<file path="config.mk">
export PLATFORM = sky130hd
export DESIGN_NAME = operand_fetch
export DESIGN_NICKNAME = d
export VERILOG_FILES = /design/src/rtl/alu_pkg.sv /design/src/rtl/reg_file.sv /design/src/rtl/operand_fetch.sv
export SDC_FILE = /design/constraint.sdc
export NUM_CORES = 2
export LEC_CHECK = 0
export CAP_MARGIN = 20
export CORE_AREA = 2 2 712 360
export DETAILED_ROUTE_END_ITERATION = 16
export DIE_AREA = 0 0 714 362
export PLACE_DENSITY = 0.61
export SYNTH_ARGS = -nofsm -noshare
export SYNTH_HDL_FRONTEND = slang
export SYNTH_SLANG_ARGS = --single-unit
export TNS_END_PERCENT = 20
</file>
<file path="constraint.sdc">
create_clock -name clk -period 8.9 [get_ports clk]
set_input_delay 2.225 -clock clk [delete_from_list [all_inputs] [get_ports clk]]
set_output_delay 2.225 -clock clk [all_outputs]
set_load 0.05 [all_outputs]
</file>
<file path="src/rtl/alu_pkg.sv">
// alu_pkg: widths and opcode constants shared by operand fetch, ALU and decoder
package alu_pkg;
    localparam int DATA_W = 64;
    localparam int SEL_W  = 3;
    localparam int NREG   = 32;
    localparam int ADDR_W = $clog2(NREG);
    localparam logic [SEL_W-1:0] ALU_NOP = 3'b000;
    localparam logic [SEL_W-1:0] ALU_ADD = 3'b001;
    localparam logic [SEL_W-1:0] ALU_SUB = 3'b010;
    localparam logic [SEL_W-1:0] ALU_MUL = 3'b011;
    localparam logic [SEL_W-1:0] ALU_DIV = 3'b100;
    localparam logic [SEL_W-1:0] ALU_AND = 3'b101;
    localparam logic [SEL_W-1:0] ALU_OR  = 3'b110;
endpackage

</file>
<file path="src/rtl/reg_file.sv">
// reg_file: NREG x DATA_W registers, two async read ports with write bypass, one sync write port
// ports: clk/rst, rs1/rs2 -> rd1/rd2 (x0 reads 0), wb_en/wb_addr/wb_data write (x0 dropped)
module reg_file
    import alu_pkg::*;
(
    input  logic              clk,
    input  logic              rst,
    input  logic [ADDR_W-1:0] rs1,
    input  logic [ADDR_W-1:0] rs2,
    input  logic              wb_en,
    input  logic [ADDR_W-1:0] wb_addr,
    input  logic [DATA_W-1:0] wb_data,
    output logic [DATA_W-1:0] rd1,
    output logic [DATA_W-1:0] rd2
);
    logic [DATA_W-1:0] regs [NREG];
    always_ff @(posedge clk) begin
        if (rst)
            for (int i = 0; i < NREG; i++) regs[i] <= '0;
        else if (wb_en && wb_addr != '0)
            regs[wb_addr] <= wb_data;
    end
    // a write landing this cycle is forwarded so the reader never sees the stale value
    always_comb begin
        rd1 = rs1 == '0 ? '0 : (wb_en && wb_addr == rs1) ? wb_data : regs[rs1];
        rd2 = rs2 == '0 ? '0 : (wb_en && wb_addr == rs2) ? wb_data : regs[rs2];
    end
endmodule

</file>
<file path="src/rtl/operand_fetch.sv">
// operand_fetch: reads ALU operands, muxes immediate into B, registers them behind a valid/ready handshake
// ports: in_valid/in_ready + rs1/rs2/imm/use_imm/sel_in/rd_in issue side; wb_en/wb_addr/wb_data writeback;
//        out_valid/out_ready + a_out/b_out/sel_out/rd_out ALU side
module operand_fetch
    import alu_pkg::*;
(
    input  logic              clk,
    input  logic              rst,
    input  logic              in_valid,
    output logic              in_ready,
    input  logic [ADDR_W-1:0] rs1,
    input  logic [ADDR_W-1:0] rs2,
    input  logic [DATA_W-1:0] imm,
    input  logic              use_imm,
    input  logic [SEL_W-1:0]  sel_in,
    input  logic [ADDR_W-1:0] rd_in,
    input  logic              wb_en,
    input  logic [ADDR_W-1:0] wb_addr,
    input  logic [DATA_W-1:0] wb_data,
    output logic              out_valid,
    input  logic              out_ready,
    output logic [DATA_W-1:0] a_out,
    output logic [DATA_W-1:0] b_out,
    output logic [SEL_W-1:0]  sel_out,
    output logic [ADDR_W-1:0] rd_out
);
    logic [DATA_W-1:0] rd1, rd2;
    logic accept;
    reg_file u_rf (
        .clk(clk), .rst(rst), .rs1(rs1), .rs2(rs2),
        .wb_en(wb_en), .wb_addr(wb_addr), .wb_data(wb_data),
        .rd1(rd1), .rd2(rd2)
    );
    assign in_ready = !out_valid || out_ready;
    assign accept   = in_valid && in_ready;
    always_ff @(posedge clk) begin
        if (rst) begin
            out_valid <= 1'b0;
            a_out     <= '0;
            b_out     <= '0;
            sel_out   <= ALU_NOP;
            rd_out    <= '0;
        end else if (accept) begin
            out_valid <= 1'b1;
            a_out     <= rd1;
            b_out     <= use_imm ? imm : rd2;
            sel_out   <= sel_in;
            rd_out    <= rd_in;
        end else if (out_ready) begin
            out_valid <= 1'b0;
        end
    end
endmodule

</file>
Yosys cells after proc, flatten, opt, wreduce, memory -nomap -nowiden. Memory sizes are Yosys's and may differ from the RTL's. Cells that the tools add are included.

Register bits after elaboration: 137. Memory bits (writable): 2048. Bits of input ports: 157. Output and inout port bits: 138. Logic and storage cells: 34. Memories kept: 1.

Memories: u_rf.regs (depth 32, width 64, rd ports 2, clocked after memory_dff 0, wr ports 32, line reg_file.sv:16) `logic [DATA_W-1:0] regs [NREG];`.

Equal/unequal tests: 2. Multiplexer cells: 15. Reductions and logical operators: 11.

Operator list (number): 64-bit two-way mux (6); 64-bit OR reduction (1); 5-bit == test (2); 5-bit zero test (2); 1-bit two-way mux (8); 5-bit two-way mux (1); 5-bit nonzero test (1); 1-bit logical AND (4); 2-bit nonzero test (1); 1-bit zero test (1); 1-bit logical OR (1).

Logic depth before layout (Yosys ltp).
Depth after elaboration: 7. Depth in mapped cells: 10. Depth with buffers taken out: 5.

Modules after synthesis. A second synthesis with hierarchy kept.

Cells, all modules: 7498. Area total of the unflattened synthesis: 113938.0 um2.

Modules (own cells, without submodules): reg_file (times used 1, cells an instance 6952, area an instance 108042.4 um2, seq. area each 61499.0 um2); operand_fetch (times used 1, cells an instance 546, area an instance 5895.7 um2, seq. area each 2742.6 um2).

Worst setup path after synthesis. No wires, ideal clock.

Path type: input to register. Start: in rst. End: mem u_rf.regs[19][0] (enable). Setup time: 0.574 ns. Data arrival time: 7.772 ns. Required time: 8.326 ns. Slack: 0.554 ns. Stages: 6. Buffers on the path: 3. Cells stage by stage: clkbuf_1 -> nor2b_1 -> nand3_1 -> clkbuf_1 -> clkbuf_1 -> o21ai_0.

RTL lines: start, declared (line operand_fetch.sv:8) `input logic rst,`; end, declared (line reg_file.sv:16).

Final worst setup path.
Start: in out_ready. End: out in_ready.

Word-level cells in the longest chain between the ends: 1.

Ends and longest elaborated chain: start, declared (line operand_fetch.sv:21) `input logic out_ready,`; 1-bit logical OR (line operand_fetch.sv:34) `assign in_ready = !out_valid || out_ready;`; end, declared (line operand_fetch.sv:10) `output logic in_ready,`.

No other way between the ends.

==> impl_metrics.env <==
export IMPL_clk_pin_slew_worst_paths_ns=0.07
export IMPL_globalplace_congestion=0.8936
export IMPL_worstPathArrival_ns=3.74
export IMPL_nFillCells=20750
export IMPL_grt_pass1_vias=74750
export IMPL_ir_drop_v=0.0001391
export IMPL_syn2layout_area_growth_pct=12.41
export IMPL_rsz0062_at_grt="false"
export IMPL_cts_buffers=209
export IMPL_fin_skew_ns=0.07510
export IMPL_post_route_period_util_pct=66.97
export IMPL_slew_viol_final=0
export IMPL_drt_iter0_drc=15790
export IMPL_status="finished, final reports clean"
export IMPL_path_cells="clkdlybuf4s50_1 > nand2b_1 > clkdlybuf4s50_1"
export IMPL_clockBufferDepth=4
export IMPL_cts_resized_gates=0
export IMPL_dp_cells=10750
export IMPL_grt_use_met1_pct=52.63
export IMPL_htreeDepth=4
export IMPL_required_ns=6.68
export IMPL_nets=7737
export IMPL_ys_types=67
export IMPL_hp_start="rd_out[4]"
export IMPL_ios=295
export IMPL_dp_hpwl_um=280800
export IMPL_synthArstFlopShare_pct=0
export IMPL_critPathTopFamily="buffers and inverters"
export IMPL_yosys_top_cells_area="edfxtp_1 (54%), mux4_2 (18%), and2_1 (11%), mux2i_1 (3.1%), dfxtp_1 (2.4%)"
export IMPL_fin_setup_tns_ns=0
export IMPL_synth_top_cell_area_share_pct=54.42
export IMPL_final_cell_mix="edfxtp_1 (2048), and2_1 (1955), mux4_2 (902), mux2i_1 (347), clkdlybuf4s50_1 (279)"
export IMPL_die_x_um=714
export IMPL_hold_viol=0
export IMPL_synth_warnings=0
export IMPL_end_kind="output port"
export IMPL_cp_slowest_cell="clkdlybuf4s50_1"
export IMPL_ctsHoldBuffers=0
export IMPL_drc=0
export IMPL_instances_no_fill=11170
export IMPL_crit_type="in2out"
export IMPL_num_vias=78990
export IMPL_multi_input_area_mm2=0.04600
export IMPL_portBuffers=294
export IMPL_synth_area_mm2=0.1130
export IMPL_crit_top_cell="clkdlybuf4s50_1"
export IMPL_path_buf_inv=2
export IMPL_synth_edf_count=2048
export IMPL_synth_seq_area_share_pct=56.84
export IMPL_slew_headroom_pct=9.823
export IMPL_power_total_mw=24.66
export IMPL_clock_root_buffer="clkbuf_16"
export IMPL_synthFlopType="edfxtp_1"
export IMPL_slowest_delay_ns=0.85
export IMPL_antenna_found_initial=60
export IMPL_hold_end="rd_out[4]"
export IMPL_cellPowerDensity_mw_per_mm2=194.1
export IMPL_ys_ff_latch=2185
export IMPL_min_delay_path_class="reg2reg"
export IMPL_r2r_start="out_valid"
export IMPL_mostFrequentLayoutCell="edfxtp_1"
export IMPL_fin_area_mm2=0.1270
export IMPL_busiest_layer="met1"
export IMPL_hold_depth=2
export IMPL_wirelength_um=479900
export IMPL_yosys_area_top_type="edfxtp_1"
export IMPL_r2r_end="a_out[55]"
export IMPL_fp_row_count=131
export IMPL_seq_area_mm2=0.06424
export IMPL_ant_nets=0
export IMPL_viasPerCell=7.073
export IMPL_grtUsageMet2_pct=49.06
export IMPL_dieHeight_um=362
export IMPL_grtUsageMet3_pct=15.09
export IMPL_synthCells=7566
export IMPL_start_util_pct=44.71
export IMPL_drv_cap=0
export IMPL_cts_setup_buffers=0
export IMPL_place_area_mm2=0.1202
export IMPL_die_area_mm2=0.2585
export IMPL_p_leak_nw=43.11
export IMPL_insertion_delay_ns=0.93
export IMPL_drive_above_1_share_pct=21.18
export IMPL_grt_util_all_layers_pct=36.52
export IMPL_start_kind="input pin"
export IMPL_wl_per_cell_um=42.96
export IMPL_cts_sinks=2185
export IMPL_grt_overflow_total=0
export IMPL_fin_crit_ns=5.960
export IMPL_core_area_mm2=0.2527
export IMPL_reg2reg_depth=7
export IMPL_tightest_slew_ns=1.351
export IMPL_grt_max_degree=150
export IMPL_fmax_ghz=0.1678
export IMPL_r2r_slack_ns=5.52
export IMPL_drt_pass1_iter_count=6
export IMPL_syn_area_per_cell_um2=14.94
export IMPL_critPathMaxFanout=4
export IMPL_tritoncts="done"
export IMPL_finalSetupViolations=0
export IMPL_grt_pass1_wl_um=650900
==> routing by layer <==
layer  share of wire, %  routed length [µm]
met3                 17               81380
met5              0.077                 368
met4                4.4               21000
met2                 40              190600
met1                 39              186500
==> synthesized netlist by cell type (all sizes together) (64+ instances only) <==
cell and n:
o2111ai 69, a22oi 123, clkbuf 598, edfxtp 2048, a32oi 64, dfxtp 137, o21ai 152, buf 243
nor2 165, a21oi 88, mux2i 347, and2 1957, o22ai 117, mux4 902, a211oi 95
==> cell families after synthesis <==
kind of cell | share of synthesized area, %
DFF | 56.84
AOI/OAI and AO/OA | 6.083
buffers and inverters | 3.303
other | 0.003318
muxes | 21.58
xor gates and xnor gates | 0.07750
and+or+nand+nor | 12.11
==> through the flow <==
stage / setup WS, ns / hold slack, ns / util [%]
finish: 2.940 / 0.4637 / 50.26
global route: 2.888 / 0.4845 / 50.24
CTS: 2.943 / 0.4585 / 50.12
detailed placement: 2.517 / 0.4486 / 47.56
global placement: 2.505 / 0.4457 / 47.40
floorplan: 0.5539 / 0.6752 / -
==> flip-flops by register name, indices dropped and copies added (netlist names) <==
signal     cells
out_valid      1
rd_out         5
a_out         64
sel_out        3
b_out         64
u_rf.regs   2048
==> worst min-delay path, cell delays in order, from the launching register on <==
cell	delay, ns
dfxtp_1	0.31
nand2_1	0.05
a21oi_1	0.05
==> how the worst max path moves through the flow <==
stage	start	to	slack, ns	cells past startpoint
2_1_floorplan	rst	u_rf.regs[19][0]	0.55	6
3_3_place_gp	wb_en	u_rf.regs[13][6]	2.51	5
3_5_place_dp	wb_en	u_rf.regs[18][29]	2.52	5
4_1_cts	out_ready	in_ready	2.94	3
5_1_grt	out_ready	in_ready	2.89	3
6_report	out_ready	in_ready	2.94	3
==> power by group <==
group	switching (mW)	internal (mW)	total [mW]
clock	4.25	4.82	9.06
combinational	2.12	1.24	3.36
sequential	0.423	11.8	12.2
total	6.79	17.9	24.7
==> layout make-up <==
type | instances | share of cell area [%]
Clock buffer | 285 | 4.503
Inverter | 3 | 0.01280
Sequential cell | 2185 | 50.57
Clock inverter | 93 | 0.5959
Timing Repair Buffer | 581 | 4.710
Multi-Input combinational cell | 4600 | 36.21
Antenna cell | 31 | 0.06106
Tap cell | 3391 | 3.340
No activity file was read; power rests on OpenSTA's default activity.
